[src/rtl/rr_priority_arbiter.sv]
// N-way arbiter, fixed-priority or round-robin: the registered one-hot grant appears one cycle after req is sampled.
// The grant is held until ack, until the holder drops req, or until the optional hold timeout; at least one idle cycle follows every release.
module rr_priority_arbiter #(
    parameter int N        = 8,
    parameter int RR_MODE  = 1,
    parameter int MAX_HOLD = 0
) (
    input  logic                                 clk,
    input  logic                                 reset,
    input  logic [N-1:0]                         req,
    input  logic                                 ack,
    output logic [N-1:0]                         gnt,
    output logic                                 gnt_valid,
    output logic [((N > 1) ? $clog2(N) : 1)-1:0] gnt_idx,
    output logic                                 timeout
);

    localparam int IW = (N > 1) ? $clog2(N) : 1;
    localparam int HW = (MAX_HOLD > 0) ? $clog2(MAX_HOLD + 1) : 1;
    localparam logic [HW-1:0] HOLD_LAST = HW'((MAX_HOLD > 0) ? MAX_HOLD - 1 : 0);
    localparam logic [IW-1:0] TOP_IDX   = IW'(N - 1);
    localparam logic [N-1:0]  ONE       = {{(N-1){1'b0}}, 1'b1};

    typedef enum logic {IDLE, GRANT} state_t;

    state_t         state_q;
    logic [N-1:0]   gnt_q;
    logic           gnt_valid_q;
    logic [IW-1:0]  gnt_idx_q;
    logic           timeout_q;
    logic [IW-1:0]  ptr_q;
    logic [HW-1:0]  hold_q;

    logic [IW-1:0]  base;
    logic           win_vld;
    logic [IW-1:0]  win_idx;
    int             pos;
    logic [IW-1:0]  pos_idx;
    logic           hold_exp;
    logic           rel_normal;

    // Descending search with wrap from base; fixed mode always starts at the top index.
    always_comb begin
        base    = (RR_MODE != 0) ? ptr_q : TOP_IDX;
        win_vld = 1'b0;
        win_idx = '0;
        pos     = 0;
        pos_idx = '0;
        for (int i = 0; i < N; i++) begin
            pos = int'(base) - i;
            if (pos < 0) begin
                pos = pos + N;
            end
            pos_idx = IW'(pos);
            if (!win_vld && req[pos_idx]) begin
                win_vld = 1'b1;
                win_idx = pos_idx;
            end
        end
    end

    assign hold_exp   = (MAX_HOLD > 0) && (hold_q == HOLD_LAST);
    assign rel_normal = ack || !req[gnt_idx_q];

    always_ff @(posedge clk) begin
        if (reset) begin
            state_q     <= IDLE;
            gnt_q       <= '0;
            gnt_valid_q <= 1'b0;
            gnt_idx_q   <= '0;
            timeout_q   <= 1'b0;
            ptr_q       <= TOP_IDX;
            hold_q      <= '0;
        end else begin
            timeout_q <= 1'b0;
            case (state_q)
                IDLE: begin
                    if (win_vld) begin
                        state_q     <= GRANT;
                        gnt_q       <= ONE << win_idx;
                        gnt_valid_q <= 1'b1;
                        gnt_idx_q   <= win_idx;
                        hold_q      <= '0;
                    end
                end
                GRANT: begin
                    if (rel_normal || hold_exp) begin
                        state_q     <= IDLE;
                        gnt_q       <= '0;
                        gnt_valid_q <= 1'b0;
                        gnt_idx_q   <= '0;
                        // A coinciding ack or abandon makes the release a normal one.
                        timeout_q   <= hold_exp && !rel_normal;
                        if (RR_MODE != 0) begin
                            ptr_q <= (gnt_idx_q == '0) ? TOP_IDX : gnt_idx_q - 1'b1;
                        end
                    end else if (hold_q != '1) begin
                        hold_q <= hold_q + 1'b1;
                    end
                end
                default: begin
                    state_q <= IDLE;
                end
            endcase
        end
    end

    assign gnt       = gnt_q;
    assign gnt_valid = gnt_valid_q;
    assign gnt_idx   = gnt_idx_q;
    assign timeout   = timeout_q;

endmodule

[config.mk]
export PLATFORM = sky130hd
export DESIGN_NAME = rr_priority_arbiter
export DESIGN_NICKNAME = d
export VERILOG_FILES = /design/src/rtl/rr_priority_arbiter.sv
export SDC_FILE = /design/constraint.sdc
export NUM_CORES = 1
export LEC_CHECK = 0
export BUFFER_PORTS_ARGS = -buffer_cell sky130_fd_sc_hd__buf_2
export CAP_MARGIN = 25
export CELL_PAD_IN_SITES_DETAIL_PLACEMENT = 0
export CELL_PAD_IN_SITES_GLOBAL_PLACEMENT = 2
export CORE_ASPECT_RATIO = 1.75
export CORE_MARGIN = 1.5
export CORE_UTILIZATION = 32
export CTS_CLUSTER_SIZE = 20
export DETAILED_ROUTE_END_ITERATION = 16
export GPL_TIMING_DRIVEN = 1
export PLACE_DENSITY_LB_ADDON = 0.1
export SYNTH_ARGS = -nofsm -noshare
export SYNTH_HDL_FRONTEND = slang
export SYNTH_SLANG_ARGS = --single-unit
[constraint.sdc]
create_clock -name clk -period 3.05 [get_ports clk]
set_input_delay 0.61 -clock clk [delete_from_list [all_inputs] [get_ports clk]]
set_output_delay 0.61 -clock clk [all_outputs]
set_load 0.03 [all_outputs]
Word level (Yosys, flattened, before mapping)
Cells that the tools add are included.
{ "op_classes": {"addsub": 16, "n_lt_le_gt_ge": 17, "n_eq_ne": 2, "shifts": 1, "n_mux": 55, "bitwise": 1, "n_reduce_logical": 19} }
{ "ops": {"columns": ["op", "count"], "rows": [
  ["$mux 3", 19],
  ["$lt 3x4->1 const B", 9],
  ["$lt 4x1->1 const B", 7],
  ["$bmux 1 s3", 9],
  ["$add 3x1->3 const B", 8],
  ["$mux 1", 21],
  ["$mux 8", 2],
  ["$pmux 8 s2", 1],
  ["$sub 3x3->4 const B", 4],
  ["$logic_not 1->1", 8],
  ["$shl 1x3->8 const A", 1],
  ["$sub 3x2->4 const B", 2],
  ["$logic_and 1x1->1", 7],
  ["$pmux 3 s2", 1],
  ["$pmux 1 s2", 2],
  ["$reduce_and 2->1", 2],
  ["$sub 3x1->4 const B", 1],
  ["$logic_not 3->1", 1],
  ["$lt 3x1->1 const B", 1],
  ["$sub 3x1->3 const B", 1],
  ["$ne 2x1->1 const B", 1],
  ["$ne 2x2->1 const B", 1],
  ["$logic_or 1x1->1", 1],
  ["$not 1->1", 1]
]} }
{ "totals": {"reg_bits": 16, "in_bits": 11, "out_inout_bits": 13, "wordCells": 116} }

Logic depth before layout (Yosys ltp)
Gate-level depths: netlist of run 1.
{ "depth": {"ltp_word": 29, "mapped_depth": 14, "depth_no_buf": 10} }

Worst setup path after synthesis of run 1
OpenSTA, ideal clock, no wires.
{ "synth_path": {"kind": "flip-flop to flip-flop", "startpoint": "register ptr_q[1] (netlist: base[1])", "endpoint": "register gnt_q[6] (netlist: gnt[6])", "setup_ns": 0.117, "arrival_time_ns": 3.173, "t_required_ns": 2.933, "path_slack_ns": -0.240, "stages_incl_launch_ff": 14, "n_path_buf": 3, "synth_period_minus_slack_ns": 3.290, "cell_sequence": "dfxtp_1 > buf_2 > inv_2 > ha_1 > buf_2 > buf_2 > mux2i_1 > mux2i_1 > o221ai_2 > nand4b_4 > or4_4 > a21oi_4 > inv_2 > a32o_1"} }
{ "synth_via": {"elab_chain_len": 29, "elab_cells_between_ends": 82, "classes_between": "add/sub (15); order compare (8); eq/ne (1); shift (1); mux (42); reduce/logical (15)"} }
{ "synth_lines": {"columns": ["item", "line", "source"], "rows": [
  ["start: declaration", "31", "logic [IW-1:0] ptr_q;"],
  ["start signal: assignment", "95", "ptr_q <= (gnt_idx_q == '0) ? TOP_IDX : gnt_idx_q - 1'b1;"],
  ["parallel branches: the longest is 29 deep, another holds $sub 3x1->4", null, null],
  ["end signal: assignment", "80", "gnt_q <= ONE << win_idx;"],
  ["end: declaration", "27", "logic [N-1:0] gnt_q;"]
]} }
Several ways; the timed one is not identified. The select of a mux whose other input is x is not followed.
A chain may end at the register's enable or synchronous reset.

Final worst setup path of run 1
{ "layout_path": {"startpoint": "register ptr_q[0] (netlist: base[0])", "endpoint": "register gnt_q[3] (netlist: gnt[3])"} }
The elaborated chain is that of the path after synthesis.

==> impl_metrics.py, run 1 <==
metrics = {
    "setup_path": {
        "maximum_net_fanout_on_the_critical_path": 12,
        "timing.critical_path.required_ps": 3210,
        "setup.worst_path.class": "reg2reg",
        "crit_path_end_kind": "flip-flop",
        "setup.reg_to_reg.worst_slack_ps": 40,
        "slowest_stage": "sky130_fd_sc_hd__or4_1",
        "critical-path-max-stage-delay_ps": 500,
        "list_of_cells_traversed_by_the_critical_path": "inv_2 -> ha_4 -> buf_12 -> mux2i_1 -> nand3_1 -> o221ai_4 -> nand2_1 -> or4_1 -> nand4_1 -> nand2_1 -> o31ai_2",
        "critical_path_arrival_ps": 3170,
        "r2r_cells": 11,
        "cp_common_cell": "sky130_fd_sc_hd__nand2_1",
        "critPathLaunchType": "flip-flop",
    },
    "die": {
        "dieArea_um2": 6000,
        "placementRows": 35,
        "start_util_pct": 33.4,
        "die_w_um": 59.2,
        "coreArea_um2": 5300,
        "chipHeight_um": 101,
        "floorplan.io_pins": 24,
    },
    "route": {
        "route.final.wire_length_mm": 5.54,
        "top_layer": "met4",
        "viasPerCell": 5.70,
        "drc_violation_count_after_routing": 0,
        "detail-route-antenna-nets": 0,
        "routed-wl-met2_mm": 3.22,
        "m1WireLength_mm": 1.95,
        "first_iter_violations": 112,
        "via_count": 1711,
        "avgRoutedWirePerCell_um": 18.5,
        "route.met3.wl_um": 155,
        "first_pass_iters": 4,
    },
    "sta": {
        "maxClockFrequency_mhz": 333,
        "fin_ws_ps": 43.3,
        "timing_max_transition_violations_final": 0,
        "report.final.setup_viol": 0,
        "shortest_clock_period_the_worst_path_allows_after_layout_ps": 3010,
        "hold_violations": 0,
        "grt_setup_unrepaired": "yes",
        "transition_time_at_the_pin_with_the_least_slew_margin_ps": 590,
        "finalCritPeriodShare_pct": 98.6,
        "fin_skew_ps": 1.22,
        "finalSetupTns_ps": 0,
        "timing.max_slew.rel_slack_pct": 60.4,
    },
    "cts": {
        "cts_tree": "yes",
        "cts_root_buffer": "sky130_fd_sc_hd__clkbuf_8",
        "clk-insertion-delay-late_ps": 250,
        "cts.clk_slew.worst_paths_ps": 60,
        "clock_tree.buffer_depth": 2,
        "clock_net_sink_count": 16,
        "cts_made_buffers": 3,
        "maximum_level_of_the_cts_h_tree": 1,
    },
    "hold_path": {
        "worst_hold_path_cell_count": 2,
        "worstHoldPathType": "reg2reg",
    },
    "layout": {
        "insertedDiodeCount": 0,
        "finish.net_count": 242,
        "stdcell_area_um2": 2220,
        "drive_above_1_share_pct": 39.8,
        "area_growth_syn_to_layout_pct": 25.3,
        "final_core_density_pct": 41.8,
        "layout.cells.non_filler": 300,
    },
    "logic_synthesis": {
        "yosys.cell_types.count": 58,
        "synth-seq-cells": 16,
        "postSynthCellCount": 196,
        "netlist_area_um2": 1770,
        "synth.avg_cell_area_um2": 9.03,
        "synth_enable_flop_cells": 0,
        "ys_seq_area_share_pct": 18.1,
        "postSynthNetCount": 211,
        "async_set_or_reset_register_ratio_after_synthesis_pct": 0,
        "synth_ff_type": "sky130_fd_sc_hd__dfxtp_1",
        "count_of_warnings_emitted_by_yosys": 0,
    },
    "global_routing": {
        "largest_net_degree_at_the_start_of_global_routing": 23,
        "grt_overflow_total": 0,
        "grt_usage_pct": 19.0,
        "first_pass_grt_wire_length_mm": 8.64,
        "grt_antenna_before_repair": 0,
        "number_of_global_route_vias_before_repair": 1679,
    },
    "power": {
        "power.density_cell_area_nw_per_um2": 513,
        "standby_leakage_power_nw": 0.840,
        "ir_drop_mv": 0.285,
    },
    "placement": {
        "placement.setup.worst_slack_ps": 16.5,
        "io_buffers": 22,
        "dp.final_hpwl_mm": 4.35,
        "gp_routability_congestion": 0.993,
        "placed_cell_area_um2": 2040,
        "place_inst": 295,
    },
    "status": {
        "outcome": "finished, final reports clean",
    },
    "flow_run": {
        "drv.max_cap_violation_count": 0,
    },
}
-- layout make-up --
| class | count | area, µm² |
|---|---|---|
| Fill cell | 532 | 3080 |
| Multi-Input combinational cell | 160 | 1460 |
| Sequential cell | 16 | 324 |
| Timing Repair Buffer | 38 | 254 |
| Tap cell | 74 | 92.6 |
| Clock buffer | 4 | 55.1 |
| Inverter | 8 | 32.5 |
-- power by group --
part | internal (mW) | switching, mW | leakage (nW)
combinational | 0.296 | 0.382 | 0.681
clock | 0.114 | 0.0723 | 0.0288
sequential | 0.237 | 0.0356 | 0.130
-- path summary, 6_finish.rpt --
| kind | from | endpoint |
|---|---|---|
| min reg2reg | gnt[1]$_SDFFE_PP0P_ | gnt[1]$_SDFFE_PP0P_ |
| max reg2reg | base[0]$_SDFFE_PP1P_ | gnt[3]$_SDFFE_PP0P_ |
| max | base[0]$_SDFFE_PP1P_ | gnt[3]$_SDFFE_PP0P_ |
| min | gnt[1]$_SDFFE_PP0P_ | gnt[1]$_SDFFE_PP0P_ |
-- cell usage in the layout (no fill, tap or decap), types with 2 or more instances in the layout --
cell / Yosys / routed
sky130_fd_sc_hd__buf_2: 5 / 22
sky130_fd_sc_hd__inv_1: 5 / 4
sky130_fd_sc_hd__nand2_1: 23 / 23
sky130_fd_sc_hd__a22oi_1: 2 / 2
sky130_fd_sc_hd__mux2_2: 5 / 5
sky130_fd_sc_hd__buf_4: 2 / 13
sky130_fd_sc_hd__mux4_2: 12 / 12
sky130_fd_sc_hd__o31ai_2: 2 / 3
sky130_fd_sc_hd__nand3_1: 4 / 4
sky130_fd_sc_hd__o21ai_0: 4 / 4
sky130_fd_sc_hd__o31ai_1: 3 / 2
sky130_fd_sc_hd__mux2i_1: 15 / 11
sky130_fd_sc_hd__mux2_1: 2 / 2
sky130_fd_sc_hd__nand2b_1: 7 / 6
sky130_fd_sc_hd__o211ai_1: 2 / 2
sky130_fd_sc_hd__o21bai_1: 3 / 3
sky130_fd_sc_hd__clkbuf_8: 0 / 4
sky130_fd_sc_hd__a32o_1: 4 / 4
sky130_fd_sc_hd__nor2_1: 11 / 10
sky130_fd_sc_hd__nor2b_1: 5 / 5
sky130_fd_sc_hd__dfxtp_1: 16 / 13
sky130_fd_sc_hd__mux2i_4: 1 / 4
sky130_fd_sc_hd__nor3_1: 5 / 4
sky130_fd_sc_hd__o21ai_1: 5 / 5
sky130_fd_sc_hd__inv_2: 2 / 2
sky130_fd_sc_hd__ha_1: 4 / 2
sky130_fd_sc_hd__o221ai_1: 3 / 3
sky130_fd_sc_hd__a21oi_1: 8 / 8
sky130_fd_sc_hd__mux2i_2: 1 / 2
sky130_fd_sc_hd__dfxtp_2: 0 / 3
-- metal layers --
layer	vias up	GRT usage [%]
li1	812	-
met1	840	19.7
met2	47	36.3
met3	12	1.15
met4	0	9.79
met5	-	0
-- registers in the layout, indices dropped and copies added (netlist names) --
| name | count |
|---|---|
| gnt_valid | 1 |
| gnt | 8 |
| state_q | 1 |
| gnt_idx | 3 |
| base | 3 |
-- Yosys cell counts (all sizes together) (2+ instances only) --
master / n / area, µm²
nor2: 11 / 41.3
mux2: 7 / 78.8
a21oi: 9 / 56.3
mux2i: 17 / 186
nand2: 23 / 86.3
ha: 4 / 50.1
or4: 2 / 18.8
o21ai: 10 / 53.8
dfxtp: 16 / 320
a22oi: 2 / 15.0
o211ai: 2 / 15.0
and2: 2 / 12.5
clkbuf: 4 / 15.0
o221ai: 4 / 41.3
nand2b: 7 / 43.8
o21bai: 3 / 22.5
buf: 8 / 51.3
nor3: 5 / 25.0
xnor2: 2 / 17.5
mux4: 12 / 270
nand3: 4 / 20.0
a32o: 5 / 51.3
nor2b: 5 / 31.3
inv: 7 / 26.3
o31ai: 5 / 47.5
-- critical path, delay by kind of cell, from the launching register on --
family / cells / cell delay (ps)
adder cells (fa/ha/maj): 1 / 260
AO/OA/AOI/OAI: 2 / 400
AND/OR/NAND/NOR: 5 / 1240
flip-flops: 1 / 350
multiplexers: 1 / 450
buffers and inverters: 2 / 200
-- stage by stage --
| stage | power [mW] | hold slack, ps |
|---|---|---|
| 3_3_place_gp | 0.901 | 437 |
| 4_1_cts | 1.09 | 466 |
| 5_1_grt | 1.21 | 491 |
| 3_5_place_dp | 0.903 | 445 |
| 2_1_floorplan | 0.714 | 487 |
| 6_report | 1.14 | 459 |
-- cells by family (layout without fill, tap and decap cells) --
logic type / count (synthesis) / count (layout) / share of synthesized area, %
AND/OR/NAND/NOR: 64 / 64 / 18.6
AO/OA/AOI/OAI: 52 / 52 / 23.1
multiplexers: 36 / 36 / 30.3
buffers and inverters: 20 / 50 / 5.44
flip-flops: 16 / 16 / 18.1
adder cells (fa/ha/maj): 4 / 4 / 2.83
XOR/XNOR: 3 / 3 / 1.49
other: 1 / 1 / 0.212
-- timing repair --
action,in CTS,in global routing
endpoints found under the setup margin,2,11
buffers inserted,0,1
resized for setup,0,21
pin swaps,0,5
hold buffers,0,0
Note: power is estimated with default switching activity, not from simulation.
==> inputs of run 2 (changes only) <==
--- a/config.mk
+++ b/config.mk
@@ -16,5 +16,5 @@
 export DETAILED_ROUTE_END_ITERATION = 16
 export GPL_TIMING_DRIVEN = 1
-export PLACE_DENSITY_LB_ADDON = 0.1
+export PLACE_DENSITY = 0.75
 export SYNTH_ARGS = -nofsm -noshare
 export SYNTH_HDL_FRONTEND = slang
==> constraint.sdc (replaced) <==
create_clock -name clk -period 3.05 [get_ports clk]
set_input_delay 0.61 -clock clk [delete_from_list [all_inputs] [get_ports clk]]
set_output_delay 0.61 -clock clk [all_outputs]
set_load 0.1 [all_outputs]
==> run 2 against run 1 <==
Compared with the run above:
- first-iteration DRC count down 74%
- critical endpoint is now gnt[2]$_SDFFE_PP0P_
- highest routed layer unchanged
- largest power group unchanged
- worst setup slack better by 120 ps
- clock skew grew 2.2 ps
- critical path type unchanged
- maximum frequency grew 4.1%
==> impl_metrics.py, run 2 (same netlist as run 1, synthesis figures left out) <==
metrics = {
    "status": {
        "outcome": "finished, final reports clean",
    },
    "global_routing": {
        "met3_usage_pct": 1.53,
        "grt_busiest_layer": "met2",
        "grt_usage_pct": 19.0,
        "first_pass_grt_wire_length_mm": 8.78,
        "global_route.usage.met1_pct": 19.8,
        "met2_usage_pct": 35.9,
        "grt_overflow_total": 0,
        "number_of_global_route_vias_before_repair": 1760,
        "largest_net_degree_at_the_start_of_global_routing": 23,
        "grt_antenna_before_repair": 0,
    },
    "sta": {
        "shortest_clock_period_the_worst_path_allows_after_layout_ps": 2890,
        "finalCritPeriodShare_pct": 94.7,
        "timing_max_transition_violations_final": 0,
        "maxClockFrequency_mhz": 346,
        "grt_setup_unrepaired": "no",
        "report.final.setup_viol": 0,
        "transition_time_at_the_pin_with_the_least_slew_margin_ps": 565,
        "fin_skew_ps": 3.44,
        "timing.max_slew.rel_slack_pct": 62.0,
        "finalSetupTns_ps": 0,
        "hold_violations": 0,
        "whs_ps": 462,
        "fin_ws_ps": 162,
    },
    "placement": {
        "gp_routability_congestion": 0.864,
        "placement.setup.worst_slack_ps": -109,
        "dp.final_hpwl_mm": 4.38,
        "placed_cell_area_um2": 2140,
        "place_inst": 309,
        "io_buffers": 22,
    },
    "setup_path": {
        "setup.worst_path.class": "reg2reg",
        "timing.rr.start": "base[0]$_SDFFE_PP1P_",
        "r2r_cells": 12,
        "reg2reg_to": "gnt[2]$_SDFFE_PP0P_",
        "critPathLaunchType": "flip-flop",
        "crit_path_end_kind": "flip-flop",
        "setup.reg_to_reg.worst_slack_ps": 160,
        "critical_path_arrival_ps": 3030,
        "maximum_net_fanout_on_the_critical_path": 11,
        "timing.critical_path.required_ps": 3190,
    },
    "route": {
        "via_count": 1740,
        "first_iter_violations": 29,
        "first_pass_iters": 4,
        "drc_violation_count_after_routing": 0,
        "avgRoutedWirePerCell_um": 17.2,
        "detail-route-antenna-nets": 0,
        "route.final.wire_length_mm": 5.42,
        "viasPerCell": 5.54,
    },
    "hold_path": {
        "min_to": "gnt[1]$_SDFFE_PP0P_",
        "worst_hold_path_cell_count": 2,
        "worstHoldPathType": "reg2reg",
        "min_from": "gnt[1]$_SDFFE_PP0P_",
    },
    "cts": {
        "cts_hold_repair.buffers": 0,
        "cts_root_buffer": "sky130_fd_sc_hd__clkbuf_8",
        "cts.clk_slew.worst_paths_ps": 60,
        "cts_tree": "yes",
        "maximum_level_of_the_cts_h_tree": 1,
        "clock_net_sink_count": 16,
        "clock_tree.buffer_depth": 2,
        "clk-insertion-delay-late_ps": 250,
        "cts_made_buffers": 3,
    },
    "power": {
        "power_frac_seq_pct": 21.2,
        "pwr-share-clk_pct": 14.8,
        "netsw_mw": 0.597,
        "ir_drop_mv": 0.334,
        "internal-power_mw": 0.665,
        "standby_leakage_power_nw": 0.884,
        "power_switching_share_pct": 47.3,
        "power_frac_comb_pct": 63.9,
        "power_mw": 1.26,
        "power.density_cell_area_nw_per_um2": 560,
    },
    "layout": {
        "finish.net_count": 256,
        "mostFrequentLayoutCell": "sky130_fd_sc_hd__buf_4",
        "area_growth_syn_to_layout_pct": 27.3,
        "drive_above_1_share_pct": 39.2,
        "stdcell_area_um2": 2250,
        "sequential_cell_area_um2": 323,
        "insertedDiodeCount": 0,
        "final_core_density_pct": 42.5,
        "fill_cells": 546,
        "layout.cells.non_filler": 314,
        "most_used_cells_in_the_layout_excluding_fill_and_tap_cells": "29 x sky130_fd_sc_hd__buf_4, 23 x sky130_fd_sc_hd__nand2_1, 22 x sky130_fd_sc_hd__buf_2, 14 x sky130_fd_sc_hd__mux2i_1, 14 x sky130_fd_sc_hd__dfxtp_1",
        "largest_register_ff_count": 8,
        "multi_input_comb_area_um2": 1400,
    },
    "flow_run": {
        "drv.max_cap_violation_count": 0,
    },
    "die": {
        "floorplan.io_pins": 24,
        "dieArea_um2": 6000,
        "chipHeight_um": 101,
        "die_w_um": 59.2,
        "coreArea_um2": 5300,
        "start_util_pct": 33.4,
        "placementRows": 35,
    },
}
[run 2: cell count changes in the layout (fill, tap and decap cells not counted), moves of 2 or more]
cell / before / now
sky130_fd_sc_hd__and2_1: 0 / 2
sky130_fd_sc_hd__mux2i_4: 4 / 1
sky130_fd_sc_hd__mux2i_1: 11 / 14
sky130_fd_sc_hd__buf_4: 13 / 29
[run 2: final cells by class]
| class | instances | area share, % |
|---|---|---|
| multi-input combinational | 160 | 62.2 |
| timing repair buffer | 52 | 15.4 |
| sequential | 16 | 14.3 |
| tap | 74 | 4.11 |
| clock buffer | 4 | 2.44 |
| inverter | 8 | 1.44 |
[run 2: how the worst max path moves through the flow]
stage	start	to	slack [ps]
finish	base[0]$_SDFFE_PP1P_	gnt[2]$_SDFFE_PP0P_	160
global route	base[0]$_SDFFE_PP1P_	gnt[2]$_SDFFE_PP0P_	20
CTS	base[0]$_SDFFE_PP1P_	gnt[7]$_SDFFE_PP0P_	20
detailed placement	base[0]$_SDFFE_PP1P_	gnt[4]$_SDFFE_PP0P_	-110
global placement	base[0]$_SDFFE_PP1P_	gnt[0]$_SDFFE_PP0P_	-40
floorplan	base[1]$_SDFFE_PP1P_	gnt[6]$_SDFFE_PP0P_	30
[run 2: power by group through the flow]
stage                     logic, mW  registers, mW  clock network, mW
after floorplan               0.417          0.408                  0
after global placement        0.782          0.272                  0
after detailed placement      0.783          0.273                  0
after CTS                     0.791          0.268              0.194
after global routing          0.866          0.272              0.198
final                         0.806          0.268              0.187
[run 2: routing by layer]
layer	routed length, µm	vias up
met2	3000	47
met3	136	19
met1	2000	841
met5	0	-
met4	282	0
li1	-	833
[run 2: worst max-delay path, cell delays in order, from the launching register on]
cell	delay [ps]
sky130_fd_sc_hd__dfxtp_2	360
sky130_fd_sc_hd__inv_2	60
sky130_fd_sc_hd__ha_4	360
sky130_fd_sc_hd__mux2i_2	280
sky130_fd_sc_hd__mux2i_1	140
sky130_fd_sc_hd__o221ai_2	340
sky130_fd_sc_hd__buf_4	190
sky130_fd_sc_hd__nand4b_4	80
sky130_fd_sc_hd__buf_4	170
sky130_fd_sc_hd__o21bai_1	290
sky130_fd_sc_hd__nor2_1	120
sky130_fd_sc_hd__and2_1	190
sky130_fd_sc_hd__a32o_1	210
[run 2: what timing repair did]
item / in CTS / in global routing
setup endpoints to repair: 9 / 10
setup buffers: 0 / 1
endpoints found under the hold margin: 0 / 0
pin swaps: 0 / 2
gates resized for setup: 2 / 5
